**src/rtl/arty_io_pkg.sv**
```systemverilog
// -----------------------------------------------------------------------------
// arty_io_pkg
//   Shared constants and types for the Arty board I/O conditioning blocks.
//
//   Channel map (default 8-channel build):
//     ch 3:0 : btn[3:0]   (BTN_CH_LO = 0, NUM_BTN = 4)
//     ch 7:4 : sw[3:0]    (SW_CH_LO  = 4, NUM_SW  = 4)
//
//   DEFAULT_STABLE_CYCLES is 10 ms at the 100 MHz system clock.
// -----------------------------------------------------------------------------
package arty_io_pkg;

    localparam int unsigned BTN_CH_LO             = 0;
    localparam int unsigned SW_CH_LO              = 4;
    localparam int unsigned NUM_BTN               = 4;
    localparam int unsigned NUM_SW                = 4;
    localparam int unsigned DEFAULT_STABLE_CYCLES = 1_000_000;

    // Debounced level of one channel.
    typedef enum logic {
        LVL_LOW  = 1'b0,
        LVL_HIGH = 1'b1
    } arty_lvl_e;

    // Width of the stability counter. It only has to hold 0..stable-1, so
    // $clog2(stable) bits suffice; a one-cycle filter still needs one bit.
    function automatic int unsigned cnt_width(input int unsigned stable);
        return (stable > 1) ? $clog2(stable) : 1;
    endfunction

endpackage

```
**src/rtl/arty_debounce_ch.sv**
```systemverilog
// -----------------------------------------------------------------------------
// arty_debounce_ch
//   Single-channel input conditioner: 2-FF synchronizer followed by a
//   counter-based debounce filter with registered rise/fall strobes.
//
//   Parameters:
//     STABLE_CYCLES  consecutive cycles the synchronized input must differ
//                    from the current level before the level flips (>= 1)
//
//   Ports:
//     clk      in   system clock
//     rst      in   synchronous, active-high reset
//     raw_i    in   asynchronous board input
//     level_o  out  debounced level (registered)
//     rise_o   out  one-cycle strobe on debounced 0->1 (registered)
//     fall_o   out  one-cycle strobe on debounced 1->0 (registered)
//
//   A raw step reaches level_o after STABLE_CYCLES+2 clock edges: two for the
//   synchronizer and STABLE_CYCLES for the filter.
// -----------------------------------------------------------------------------
module arty_debounce_ch
    import arty_io_pkg::*;
#(
    parameter int unsigned STABLE_CYCLES = DEFAULT_STABLE_CYCLES
) (
    input  logic clk,
    input  logic rst,
    input  logic raw_i,
    output logic level_o,
    output logic rise_o,
    output logic fall_o
);

    localparam int unsigned     CntW   = cnt_width(STABLE_CYCLES);
    localparam logic [CntW-1:0] CntMax = CntW'(STABLE_CYCLES - 1);

    if (STABLE_CYCLES < 1) begin : g_bad_param
        $error("arty_debounce_ch: STABLE_CYCLES must be >= 1");
    end

    // Synchronizer
    logic s1_q;
    logic s2_q;

    // Filter state
    logic [CntW-1:0] cnt_q, cnt_d;
    arty_lvl_e       level_q, level_d;
    logic            rise_q, rise_d;
    logic            fall_q, fall_d;
    logic            mismatch;

    always_ff @(posedge clk) begin
        if (rst) begin
            s1_q <= 1'b0;
            s2_q <= 1'b0;
        end else begin
            s1_q <= raw_i;
            s2_q <= s1_q;
        end
    end

    always_comb begin
        mismatch = (s2_q != (level_q == LVL_HIGH));
        cnt_d    = '0;
        level_d  = level_q;
        rise_d   = 1'b0;
        fall_d   = 1'b0;
        if (mismatch) begin
            if (cnt_q == CntMax) begin
                // This is the STABLE_CYCLES-th consecutive mismatching cycle.
                level_d = s2_q ? LVL_HIGH : LVL_LOW;
                rise_d  = s2_q;
                fall_d  = ~s2_q;
            end else begin
                cnt_d = cnt_q + CntW'(1);
            end
        end
        // Any agreement with the level drops the count, so a short glitch
        // leaves no residue for the next mismatch.
    end

    always_ff @(posedge clk) begin
        if (rst) begin
            cnt_q   <= '0;
            level_q <= LVL_LOW;
            rise_q  <= 1'b0;
            fall_q  <= 1'b0;
        end else begin
            cnt_q   <= cnt_d;
            level_q <= level_d;
            rise_q  <= rise_d;
            fall_q  <= fall_d;
        end
    end

    assign level_o = (level_q == LVL_HIGH);
    assign rise_o  = rise_q;
    assign fall_o  = fall_q;

endmodule

```
**src/rtl/arty_input_debounce.sv**
```systemverilog
// -----------------------------------------------------------------------------
// arty_input_debounce
//   Conditions the Arty push-buttons and slide switches before they reach the
//   pulpino_arty GPIO/interrupt inputs. One arty_debounce_ch per channel;
//   channels are fully independent.
//
//   Parameters:
//     NUM_CH         number of channels (default btn[3:0] on 3:0, sw[3:0] on 7:4)
//     STABLE_CYCLES  debounce window in clk cycles (>= 1)
//
//   Ports:
//     clk        in   system clock, 100 MHz
//     rst        in   synchronous, active-high reset
//     evt_o      out  sticky rise flags       (ARTY_DEBOUNCE_EVT_LATCH_EN only)
//     evt_clr_i  in   per-bit clear of evt_o  (ARTY_DEBOUNCE_EVT_LATCH_EN only)
//     raw_i      in   asynchronous board inputs
//     level_o    out  debounced levels
//     rise_o     out  one-cycle strobes on debounced 0->1
//     fall_o     out  one-cycle strobes on debounced 1->0
//
//   Build option:
//     ARTY_DEBOUNCE_EVT_LATCH_EN  adds the sticky event-latch array. Without it
//                                 the evt ports and their logic do not exist.
//
//   All outputs are registered; there is no combinational path from raw_i.
// -----------------------------------------------------------------------------
module arty_input_debounce
    import arty_io_pkg::*;
#(
    parameter int unsigned NUM_CH        = NUM_BTN + NUM_SW,
    parameter int unsigned STABLE_CYCLES = DEFAULT_STABLE_CYCLES
) (
    input  logic              clk,
    input  logic              rst,
`ifdef ARTY_DEBOUNCE_EVT_LATCH_EN
    output logic [NUM_CH-1:0] evt_o,
    input  logic [NUM_CH-1:0] evt_clr_i,
`endif
    input  logic [NUM_CH-1:0] raw_i,
    output logic [NUM_CH-1:0] level_o,
    output logic [NUM_CH-1:0] rise_o,
    output logic [NUM_CH-1:0] fall_o
);

    for (genvar ch = 0; ch < NUM_CH; ch++) begin : g_ch
        arty_debounce_ch #(
            .STABLE_CYCLES (STABLE_CYCLES)
        ) u_ch (
            .clk     (clk),
            .rst     (rst),
            .raw_i   (raw_i[ch]),
            .level_o (level_o[ch]),
            .rise_o  (rise_o[ch]),
            .fall_o  (fall_o[ch])
        );
    end

`ifdef ARTY_DEBOUNCE_EVT_LATCH_EN
    logic [NUM_CH-1:0] evt_q, evt_d;

    // Set from the registered strobe, so evt_o follows rise_o by one cycle.
    // A clear presented while rise_o is high loses to the set.
    always_comb begin
        evt_d = (evt_q & ~evt_clr_i) | rise_o;
    end

    always_ff @(posedge clk) begin
        if (rst) begin
            evt_q <= '0;
        end else begin
            evt_q <= evt_d;
        end
    end

    assign evt_o = evt_q;
`endif

endmodule
```
**config.mk**
```make
export PLATFORM = sky130hd
export DESIGN_NAME = arty_input_debounce
export DESIGN_NICKNAME = d
export VERILOG_FILES = /design/src/rtl/arty_io_pkg.sv /design/src/rtl/arty_debounce_ch.sv /design/src/rtl/arty_input_debounce.sv
export SDC_FILE = /design/constraint.sdc
export NUM_CORES = 1
export LEC_CHECK = 0
export CAP_MARGIN = 20
export CORE_UTILIZATION = 57
export CTS_CLUSTER_SIZE = 14
export DETAILED_ROUTE_END_ITERATION = 7
export PLACE_DENSITY = 0.84
export SYNTH_ARGS = -nofsm -noshare
export SYNTH_HDL_FRONTEND = slang
export SYNTH_HIERARCHICAL = 1
export SYNTH_SLANG_ARGS = --single-unit
export TNS_END_PERCENT = 10
```
**constraint.sdc**
```tcl
create_clock -name clk -period 4.44 [get_ports clk]
set_input_delay 0.666 -clock clk [delete_from_list [all_inputs] [get_ports clk]]
set_output_delay 0.666 -clock clk [all_outputs]
set_load 0.02 [all_outputs]
```
Yosys cells after proc, flatten, opt, wreduce, memory -nomap -nowiden
Cells that the tools add are included.
{ "word_totals": {"ff_bits": 200, "word_cells": 128, "n_memories": 0, "ramBits": 0, "latch_bits": 0, "rom_bits": 0, "out_inout_bits": 24} }
{ "classes": {"n_shift": 0, "reduce_logical": 24, "n_eq_ne": 16, "n_addsub": 8, "bitwise": 24, "muxes": 8, "order_cmp": 0, "div_mod_pow": 0, "mul": 0} }
{ "ops": {"columns": ["operator", "n"], "rows": [
  ["adder 20 x 1 -> 20 bit (second input constant)", 8],
  ["== test 20 bit (second input constant)", 8],
  ["OR reduction 3 bit", 16],
  ["NOT 1 bit", 24],
  ["AND reduction 2 bit", 8],
  ["2-to-1 mux 1 bit", 8],
  ["!= test 1 bit", 8]
]} }

Longest topological paths before layout
Gate-level depths: netlist of the first run.
{ "depth": {"word_depth": 3, "mapped_depth": 6} }

Modules after synthesis
Netlist of the first run, hierarchy kept.
{ "modules_own_cells": {"columns": ["mod", "cells_per_inst", "n_inst", "seq_area_each_um2", "area_per_inst_um2"], "rows": [
  ["arty_debounce_ch", 121, 8, 500.5, 1072.3]
]} }

Worst setup path after synthesis of the first run
OpenSTA, ideal clock, no wires.
{ "synth_path": {"path_kind": "flip-flop to flip-flop", "start": "register g_ch[0].u_ch.cnt_q[0]", "end": "register g_ch[0].u_ch.cnt_q[10]", "slack_ns": 2.561, "n_path_buf": 1, "arrival_ns": 1.764, "period_less_slack_ns": 1.879, "stages_incl_launch_ff": 7, "cell_sequence": "dfxtp_1 > ha_1 > nand3_4 > or4_1 > o21ai_2 > buf_4 > nor2_1"} }
{ "synth_between": {"elab_chain_cells": 2, "elab_cells_between_ends": 3, "classes_between": "add/sub (1); eq/ne (1); reduce/logical (1)"} }
{ "synth_lines": {"columns": ["element", "line", "rtl"], "rows": [
  ["start, declared", "arty_debounce_ch.sv:46", "logic [CntW-1:0] cnt_q, cnt_d;"],
  ["start signal, assigned", "arty_debounce_ch.sv:89", "cnt_q <= cnt_d;"],
  ["branches (longest 2 deep; another with adder 20 x 1 -> 20 bit)", null, null]
]} }
Parallel ways; which one is timed is not known.
A chain may end at the register's enable or synchronous reset.

Worst setup path after layout of the first run
{ "layout_path": {"start": "register g_ch[5].u_ch.cnt_q[0]", "end": "register g_ch[5].u_ch.cnt_q[3]"} }
{ "layout_between": {"elab_chain_cells": 2, "elab_cells_between_ends": 3, "classes_between": "add/sub (1); eq/ne (1); reduce/logical (1)"} }
{ "layout_lines": {"columns": ["element", "line"], "rows": [
  ["start, declared", "arty_debounce_ch.sv:46"],
  ["start signal, assigned", "arty_debounce_ch.sv:89"],
  ["branches (longest 2 deep; another with adder 20 x 1 -> 20 bit)", null]
]} }
Parallel ways; which one is timed is not known.

==> run_summary.xml, run 1 <==
<?xml version="1.0" encoding="UTF-8"?>
<metrics>
  <group name="sta">
    <metric name="timing.max_slew.rel_slack" unit="%">49.5</metric>
    <metric name="rsz_0062_raised_after_global_routing" unit="">false</metric>
    <metric name="setup_violations" unit="">0</metric>
    <metric name="final_period_minus_worst_setup_slack" unit="ns">2.25</metric>
    <metric name="layout_setup_ws" unit="ns">2.19</metric>
    <metric name="hold_violations" unit="">0</metric>
    <metric name="finalCritPeriodShare" unit="%">50.8</metric>
    <metric name="maxSlewViolCount" unit="">0</metric>
    <metric name="whs" unit="ns">0.434</metric>
    <metric name="skew" unit="ns">0.00499</metric>
    <metric name="worst_slew_pin_slew" unit="ns">0.757</metric>
    <metric name="aggregate_negative_setup_slack" unit="ns">0</metric>
    <metric name="achievable-frequency" unit="MHz">444</metric>
  </group>
  <group name="synth">
    <metric name="synth_cell_types" unit="">27</metric>
    <metric name="post_synth.cell_area_avg" unit="sq um">8.86</metric>
    <metric name="yosys-top-cells-area" unit="">sky130_fd_sc_hd__dfxtp_1 (47%), sky130_fd_sc_hd__xnor2_1 (9.0%), sky130_fd_sc_hd__nor2_1 (5.3%)</metric>
    <metric name="postSynthNetCount" unit="">986</metric>
    <metric name="synthesis.yosys.warnings" unit="">6</metric>
    <metric name="post-synth-top-area-cell" unit="">sky130_fd_sc_hd__dfxtp_1</metric>
    <metric name="synthesis.instances" unit="">968</metric>
    <metric name="netlist_area" unit="sq mm">0.00858</metric>
    <metric name="postSynthRegisterBits" unit="">200</metric>
    <metric name="synth_top_area_share" unit="%">46.7</metric>
    <metric name="proportion_of_synthesized_chip_area_in_sequential_cells" unit="%">46.7</metric>
  </group>
  <group name="hold_path">
    <metric name="timing.hold.worst.start" unit="">g_ch[6].u_ch/s1_q</metric>
    <metric name="min_delay_path_depth" unit="">1</metric>
    <metric name="holdCritPathClass" unit="">register to register</metric>
    <metric name="hold_end" unit="">g_ch[6].u_ch/s2_q</metric>
  </group>
  <group name="worst_setup_path">
    <metric name="rr_startpoint" unit="">g_ch[5].u_ch/cnt_q[0]</metric>
    <metric name="worst_setup_path_end_kind" unit="">register</metric>
    <metric name="timing.rr.end" unit="">g_ch[5].u_ch/cnt_q[3]</metric>
    <metric name="cp_max_fo" unit="">18</metric>
    <metric name="worst-endpoint-required" unit="ns">4.72</metric>
    <metric name="path_type_of_the_worst_setup_path" unit="">register to register</metric>
    <metric name="worst-r2r-setup-slack" unit="ns">2.19</metric>
    <metric name="worstSetupStartpointType" unit="">register</metric>
    <metric name="timing.critical_path.slowest_stage_cell" unit="">sky130_fd_sc_hd__o21ai_2</metric>
    <metric name="critical_path_buf_inv_count" unit="">0</metric>
    <metric name="arrival" unit="ns">2.54</metric>
    <metric name="worst_path_largest_cell_delay" unit="ns">0.63</metric>
    <metric name="rr_worst_depth" unit="">5</metric>
    <metric name="cpLargestDelayFamily" unit="">simple AND/OR/NAND/NOR gates</metric>
    <metric name="crit_chain" unit="">ha_1 &gt; nand3_4 &gt; or4_1 &gt; o21ai_2 &gt; nor2_1</metric>
  </group>
  <group name="cells_and_area">
    <metric name="layout.filler_cells" unit="">1163</metric>
    <metric name="postLayoutCoreUtil" unit="%">66.1</metric>
    <metric name="final_net_count" unit="">1024</metric>
    <metric name="antennaDiodeCount" unit="">0</metric>
    <metric name="final_layout_size_suffix_gt1_share" unit="%">5.59</metric>
    <metric name="synthToLayoutAreaGrowth" unit="%">12.4</metric>
  </group>
  <group name="clocking">
    <metric name="clk_latency" unit="ns">0.42</metric>
    <metric name="post_cts_resize_count" unit="">0</metric>
    <metric name="cts_h_tree_depth" unit="">4</metric>
    <metric name="hold_buffers_post_cts" unit="">0</metric>
    <metric name="cts_sinks" unit="">200</metric>
    <metric name="clock-root-buffer" unit="">sky130_fd_sc_hd__clkbuf_16</metric>
    <metric name="cts_tree" unit="">yes</metric>
    <metric name="cts_setup_buffers" unit="">0</metric>
    <metric name="max-clock-path-buffers" unit="">2</metric>
    <metric name="clk_pin_slew_worst_paths" unit="ns">0.07</metric>
    <metric name="tritoncts.num_buffers" unit="">17</metric>
  </group>
  <group name="placement">
    <metric name="dp_hpwl" unit="mm">10.6</metric>
    <metric name="dpl_worst_slack" unit="ns">2.20</metric>
    <metric name="globalplace.congestion" unit="">0.821</metric>
    <metric name="numPortBuffers" unit="">33</metric>
  </group>
  <group name="route">
    <metric name="first_pass_iters" unit="">4</metric>
    <metric name="drt_iter0_markers" unit="">457</metric>
    <metric name="wl_met1" unit="mm">7.67</metric>
    <metric name="drt-wirelength-per-cell" unit="um">13.1</metric>
    <metric name="met2_length" unit="mm">7.48</metric>
    <metric name="detail-route-antenna-nets" unit="">0</metric>
    <metric name="route.detailed.vias_per_inst" unit="">5.71</metric>
    <metric name="routed.top_layer" unit="">met4</metric>
    <metric name="routed_wl" unit="mm">15.8</metric>
    <metric name="drc_errors" unit="">0</metric>
    <metric name="routed-wl-met3" unit="um">499</metric>
    <metric name="route.vias.total" unit="">6869</metric>
  </group>
  <group name="power">
    <metric name="peakVddDrop" unit="V">0.000277</metric>
    <metric name="power_per_cell_area" unit="mW/mm^2">350</metric>
    <metric name="static-leakage-power" unit="nW">2.67</metric>
  </group>
  <group name="global_route">
    <metric name="globalRouteTotalUtil" unit="%">21.1</metric>
    <metric name="grt_pass1_wl" unit="mm">27.8</metric>
    <metric name="initial_antenna_violation_count" unit="">0</metric>
    <metric name="globalRouteOverflowTotal" unit="">0</metric>
    <metric name="vias_in_the_first_global_route" unit="">6392</metric>
    <metric name="grt_max_degree" unit="">36</metric>
  </group>
  <group name="floorplan">
    <metric name="die_width" unit="um">125</metric>
    <metric name="die_y" unit="um">125</metric>
    <metric name="dieArea" unit="sq mm">0.0155</metric>
    <metric name="io_pins" unit="">34</metric>
    <metric name="starting_density_of_the_core" unit="%">58.8</metric>
    <metric name="core_region_area" unit="sq mm">0.0146</metric>
    <metric name="core.rowCount" unit="">44</metric>
  </group>
  <group name="run">
    <metric name="cap_viol_max_count" unit="">0</metric>
  </group>
  <group name="run_status">
    <metric name="status" unit="">complete, no violations</metric>
  </group>
</metrics>
==> stage by stage <==
stage / cells / cell area [sq um] / total power, mW
after detailed placement: 1171 / 9050 / 1.89
after CTS: 1203 / 9640 / 3.41
after global placement: 1171 / 9050 / 1.89
final: 1203 / 9640 / 3.37
after global routing: 1203 / 9640 / 3.49
after floorplan: 968 / 8580 / 1.87
==> flip-flops by register name, summed over array words and instances (netlist names) <==
signal and count:
g_ch.u_ch/s1_q 8, g_ch.u_ch/rise_o 8, g_ch.u_ch/level_o 8, g_ch.u_ch/fall_o 8, g_ch.u_ch/cnt_q 160, g_ch.u_ch/s2_q 8
==> worst register-to-register path, stage by stage (launching register included) <==
cell and delay (ns):
sky130_fd_sc_hd__dfxtp_1 0.38, sky130_fd_sc_hd__ha_1 0.26, sky130_fd_sc_hd__nand3_4 0.14, sky130_fd_sc_hd__or4_1 0.59, sky130_fd_sc_hd__o21ai_2 0.63, sky130_fd_sc_hd__nor2_1 0.12
==> layer usage <==
metal | GRT usage, % | vias up
met2 | 35.5 | 95
met1 | 26.8 | 3204
met3 | 4.90 | 16
met5 | 0 | -
li1 | - | 3554
met4 | 6.38 | 0
==> report_power, final <==
part | leakage [nW] | internal [mW] | total, mW | switching, mW
Combinational | 0.771 | 0.0153 | 0.0403 | 0.0250
Sequential | 1.61 | 1.80 | 1.81 | 0.00634
Clock | 0.283 | 0.877 | 1.52 | 0.645
Total | 2.67 | 2.69 | 3.37 | 0.676
==> Yosys cell counts <==
cell	number
sky130_fd_sc_hd__buf_4	8
sky130_fd_sc_hd__and2_1	8
sky130_fd_sc_hd__nand4_1	32
sky130_fd_sc_hd__a21oi_1	64
sky130_fd_sc_hd__nor3_1	24
sky130_fd_sc_hd__xor2_1	8
sky130_fd_sc_hd__nor2b_1	16
sky130_fd_sc_hd__dfxtp_1	200
sky130_fd_sc_hd__xnor2_1	88
sky130_fd_sc_hd__or4_1	24
sky130_fd_sc_hd__o21ai_0	64
sky130_fd_sc_hd__nand3b_1	8
sky130_fd_sc_hd__nor4_1	40
sky130_fd_sc_hd__or2_1	8
sky130_fd_sc_hd__and4_1	16
sky130_fd_sc_hd__inv_1	24
sky130_fd_sc_hd__and3_1	8
sky130_fd_sc_hd__nor4b_1	16
sky130_fd_sc_hd__buf_2	8
sky130_fd_sc_hd__nand3_4	8
sky130_fd_sc_hd__nand3_1	48
sky130_fd_sc_hd__nand2_1	64
sky130_fd_sc_hd__or3b_2	8
sky130_fd_sc_hd__nor2_1	120
sky130_fd_sc_hd__o21ai_2	8
sky130_fd_sc_hd__or3_1	40
sky130_fd_sc_hd__ha_1	8
==> worst max-delay path by stage <==
stage                                      from                     end  slack (ns)  cells after the start
after floorplan           g_ch[0].u_ch/cnt_q[0]  g_ch[0].u_ch/cnt_q[10]        2.56                      6
after detailed placement  g_ch[2].u_ch/cnt_q[0]   g_ch[2].u_ch/cnt_q[6]        2.20                      5
after global placement    g_ch[3].u_ch/cnt_q[0]  g_ch[3].u_ch/cnt_q[12]        2.25                      5
after CTS                 g_ch[2].u_ch/cnt_q[0]   g_ch[2].u_ch/cnt_q[5]        2.18                      5
after global routing      g_ch[7].u_ch/cnt_q[0]   g_ch[7].u_ch/cnt_q[3]        1.99                      5
final                     g_ch[5].u_ch/cnt_q[0]   g_ch[5].u_ch/cnt_q[3]        2.19                      5
==> final cells by class <==
class / instances / area, sq um / share of cell area (%)
Multi-Input combinational cell: 728 / 4380 / 45.5
Sequential cell: 200 / 4000 / 41.5
Clock buffer: 22 / 474 / 4.92
Timing Repair Buffer: 35 / 340 / 3.53
Tap cell: 184 / 230 / 2.39
Clock inverter: 10 / 119 / 1.23
Inverter: 24 / 90.1 / 0.934
==> kinds of logic (layout without fill, tap and decap cells) <==
| logic type | count (synthesis) | in the layout | synth area share (%) |
|---|---|---|---|
| and+or+nand+nor | 488 | 488 | 31.9 |
| buffers and inverters | 40 | 91 | 2.22 |
| xor gates and xnor gates | 96 | 96 | 9.80 |
| AOI/OAI and AO/OA | 136 | 136 | 8.28 |
| adders and majority gates | 8 | 8 | 1.17 |
| DFF | 200 | 200 | 46.7 |
==> placed cells by master, fill, tap and decap left out, drive strengths merged, types with 4 or more instances in the layout <==
cell type	netlist	routed
dfxtp	200	200
nor2	120	120
xnor2	88	88
o21ai	72	72
nand2	64	64
a21oi	64	64
nand3	56	56
nor4	40	40
or3	40	40
nand4	32	32
clkdlybuf4s50	0	32
inv	24	25
or4	24	24
nor3	24	24
clkbuf	0	22
nor4b	16	16
and4	16	16
nor2b	16	16
or2	8	8
and2	8	8
and3	8	8
or3b	8	8
nand3b	8	8
xor2	8	8
ha	8	8
clkinv	0	4
Power figures use the tool's default switching activity.
==> run 2: changes to the inputs <==
- CORE_UTILIZATION: 57 -> 55
- PLACE_DENSITY: 0.84 -> 0.85
- clock period: 4.44 -> 1.9 ns (I/O delays scaled with it)
==> run_summary.xml, run 2 (same netlist as run 1, synthesis figures left out) <==
<?xml version="1.0" encoding="UTF-8"?>
<metrics>
  <group name="run_status">
    <metric name="status" unit="">complete, no violations</metric>
  </group>
  <group name="worst_setup_path">
    <metric name="arrival" unit="ns">2.20</metric>
    <metric name="worst_setup_path_end_kind" unit="">register</metric>
    <metric name="worst-r2r-setup-slack" unit="ns">0.06</metric>
    <metric name="timing.rr.end" unit="">g_ch[3].u_ch/cnt_q[14]</metric>
    <metric name="rr_startpoint" unit="">g_ch[3].u_ch/cnt_q[0]</metric>
    <metric name="worstSetupStartpointType" unit="">register</metric>
    <metric name="cp_max_fo" unit="">6</metric>
    <metric name="worst-endpoint-required" unit="ns">2.26</metric>
    <metric name="path_type_of_the_worst_setup_path" unit="">register to register</metric>
    <metric name="rr_worst_depth" unit="">5</metric>
  </group>
  <group name="clocking">
    <metric name="clk_pin_slew_worst_paths" unit="ns">0.07</metric>
    <metric name="cts_sinks" unit="">200</metric>
    <metric name="max-clock-path-buffers" unit="">2</metric>
    <metric name="cts_tree" unit="">yes</metric>
    <metric name="cts_h_tree_depth" unit="">4</metric>
    <metric name="tritoncts.num_buffers" unit="">17</metric>
    <metric name="clock-root-buffer" unit="">sky130_fd_sc_hd__clkbuf_16</metric>
    <metric name="hold_buffers_post_cts" unit="">0</metric>
    <metric name="clk_latency" unit="ns">0.43</metric>
  </group>
  <group name="cells_and_area">
    <metric name="layout.cells.non_filler" unit="">1269</metric>
    <metric name="final_layout_size_suffix_gt1_share" unit="%">13.5</metric>
    <metric name="synthToLayoutAreaGrowth" unit="%">19.4</metric>
    <metric name="leading_cell_type_in_the_layout_fill_and_taps_excluded" unit="">sky130_fd_sc_hd__dfxtp_1</metric>
    <metric name="final_net_count" unit="">1086</metric>
    <metric name="registers.top_by_ff_count" unit="">g_ch.u_ch/cnt_q</metric>
    <metric name="largest_register_ff_count" unit="">160</metric>
    <metric name="antennaDiodeCount" unit="">0</metric>
    <metric name="most-common-layout-cells" unit="">sky130_fd_sc_hd__dfxtp_1 (195), sky130_fd_sc_hd__nor2_1 (120), sky130_fd_sc_hd__xnor2_1 (88)</metric>
    <metric name="postLayoutCoreUtil" unit="%">67.4</metric>
  </group>
  <group name="sta">
    <metric name="hold_violations" unit="">0</metric>
    <metric name="finalCritPeriodShare" unit="%">97.0</metric>
    <metric name="maxSlewViolCount" unit="">0</metric>
    <metric name="skew" unit="ns">0.0120</metric>
    <metric name="layout_setup_ws" unit="ns">0.0572</metric>
    <metric name="setup_violations" unit="">0</metric>
    <metric name="worst_slew_pin_slew" unit="ns">0.527</metric>
    <metric name="achievable-frequency" unit="MHz">543</metric>
    <metric name="final_period_minus_worst_setup_slack" unit="ns">1.84</metric>
    <metric name="timing.max_slew.rel_slack" unit="%">64.5</metric>
  </group>
  <group name="floorplan">
    <metric name="core.rowCount" unit="">45</metric>
    <metric name="io_pins" unit="">34</metric>
    <metric name="dieArea" unit="sq mm">0.0161</metric>
    <metric name="core_region_area" unit="sq mm">0.0152</metric>
    <metric name="die_y" unit="um">127</metric>
    <metric name="die_width" unit="um">127</metric>
    <metric name="starting_density_of_the_core" unit="%">56.4</metric>
  </group>
  <group name="route">
    <metric name="routed_wl" unit="mm">17.0</metric>
    <metric name="first_pass_iters" unit="">5</metric>
    <metric name="route.vias.total" unit="">7184</metric>
    <metric name="detail-route-antenna-nets" unit="">0</metric>
    <metric name="drc_errors" unit="">0</metric>
    <metric name="drt_iter0_markers" unit="">510</metric>
    <metric name="drt-wirelength-per-cell" unit="um">13.4</metric>
    <metric name="route.detailed.vias_per_inst" unit="">5.66</metric>
  </group>
  <group name="global_route">
    <metric name="vias_in_the_first_global_route" unit="">6576</metric>
    <metric name="globalRouteOverflowTotal" unit="">0</metric>
    <metric name="globalRouteTotalUtil" unit="%">21.6</metric>
    <metric name="grt_max_degree" unit="">25</metric>
    <metric name="initial_antenna_violation_count" unit="">0</metric>
    <metric name="grt_pass1_wl" unit="mm">28.4</metric>
  </group>
  <group name="hold_path">
    <metric name="holdCritPathClass" unit="">input port to register</metric>
    <metric name="hold_end" unit="">g_ch[3].u_ch/s1_q</metric>
    <metric name="timing.hold.worst.start" unit="">rst</metric>
    <metric name="min_delay_path_depth" unit="">2</metric>
  </group>
  <group name="placement">
    <metric name="dpl_worst_slack" unit="ns">-0.0336</metric>
    <metric name="numPortBuffers" unit="">33</metric>
    <metric name="place.detailed.instances" unit="">1237</metric>
    <metric name="dp_hpwl" unit="mm">11.9</metric>
    <metric name="globalplace.congestion" unit="">0.850</metric>
  </group>
  <group name="power">
    <metric name="static-leakage-power" unit="nW">2.92</metric>
    <metric name="power_per_cell_area" unit="mW/mm^2">752</metric>
    <metric name="peakVddDrop" unit="V">0.000630</metric>
    <metric name="p_total" unit="mW">7.70</metric>
  </group>
  <group name="run">
    <metric name="cap_viol_max_count" unit="">0</metric>
  </group>
</metrics>
-- run 2: cell types whose count changed in the layout (fill, tap and decap cells not counted), moves of 3 or more --
| cell | change |
|---|---|
| sky130_fd_sc_hd__or4_4 | +11 |
| sky130_fd_sc_hd__or4_1 | -11 |
| sky130_fd_sc_hd__dfxtp_2 | +5 |
| sky130_fd_sc_hd__clkinvlp_4 | +3 |
| sky130_fd_sc_hd__ha_1 | -8 |
| sky130_fd_sc_hd__dfxtp_1 | -5 |
| sky130_fd_sc_hd__buf_4 | +60 |
| sky130_fd_sc_hd__ha_4 | +7 |
-- run 2: worst max-delay path: stages, from the launching register on --
cell	delay, ns
sky130_fd_sc_hd__dfxtp_1	0.38
sky130_fd_sc_hd__ha_4	0.17
sky130_fd_sc_hd__nand3_4	0.10
sky130_fd_sc_hd__or4_4	0.58
sky130_fd_sc_hd__or3_1	0.36
sky130_fd_sc_hd__a21oi_1	0.17
-- run 2: power breakdown --
part	switching [mW]	internal [mW]	total (mW)
clock	1.61	1.74	3.35
sequential	0.0156	4.21	4.23
combinational	0.0675	0.0609	0.128
total	1.69	6.01	7.70
-- run 2: area by class of cell --
type / instances / area (sq um)
flip-flops and latches: 200 / 4010
inverters: 24 / 90.1
well taps: 188 / 235
fillers: 1147 / 4960
repair buffers: 97 / 831
multi-input cells: 728 / 4520
clock buffers: 18 / 439
clock inverters: 14 / 118
-- run 2: worst max-delay path by stage --
stage / slack [ns] / start / cells past startpoint / endpoint
floorplan: 0.02 / g_ch[0].u_ch/cnt_q[0] / 6 / g_ch[0].u_ch/cnt_q[8]
global placement: 0.06 / g_ch[3].u_ch/cnt_q[1] / 5 / g_ch[3].u_ch/cnt_q[14]
detailed placement: -0.03 / g_ch[5].u_ch/cnt_q[1] / 5 / g_ch[5].u_ch/cnt_q[18]
CTS: 0.003 / g_ch[5].u_ch/cnt_q[1] / 5 / g_ch[5].u_ch/cnt_q[18]
global route: -0.002 / g_ch[7].u_ch/cnt_q[0] / 5 / g_ch[7].u_ch/cnt_q[16]
finish: 0.06 / g_ch[3].u_ch/cnt_q[0] / 5 / g_ch[3].u_ch/cnt_q[14]
-- run 2: per-stage QoR --
| step | hold slack (ns) | TNS (ns) | area (sq um) |
|---|---|---|---|
| after floorplan | 0.354 | 0 | 8580 |
| after global placement | 0.417 | 0 | 9540 |
| after detailed placement | 0.428 | -0.0417 | 9540 |
| after CTS | 0.183 | 0 | 10100 |
| after global routing | 0.193 | -0.00553 | 10200 |
| final | 0.202 | 0 | 10200 |
-- run 2: layer usage --
| metal | vias up | wire, um | GRT usage, % |
|---|---|---|---|
| met5 | - | 0 | 0 |
| met4 | 0 | 369 | 9.94 |
| met3 | 38 | 585 | 5.19 |
| met2 | 156 | 8270 | 35.9 |
| met1 | 3305 | 7770 | 26.4 |
| li1 | 3685 | - | - |
-- run 2: repair_timing --
action                                  4_1_cts  5_1_grt
endpoints found under the setup margin       11       48
buffers inserted                              0        0
gates resized for setup                       7       25
pin swaps                                     0        0
==> run 3: changes to the inputs <==
- CAP_MARGIN: 20 -> not set
==> results of run 3 <==
The final DEF is identical to that of run 2; final timing and power are the same.
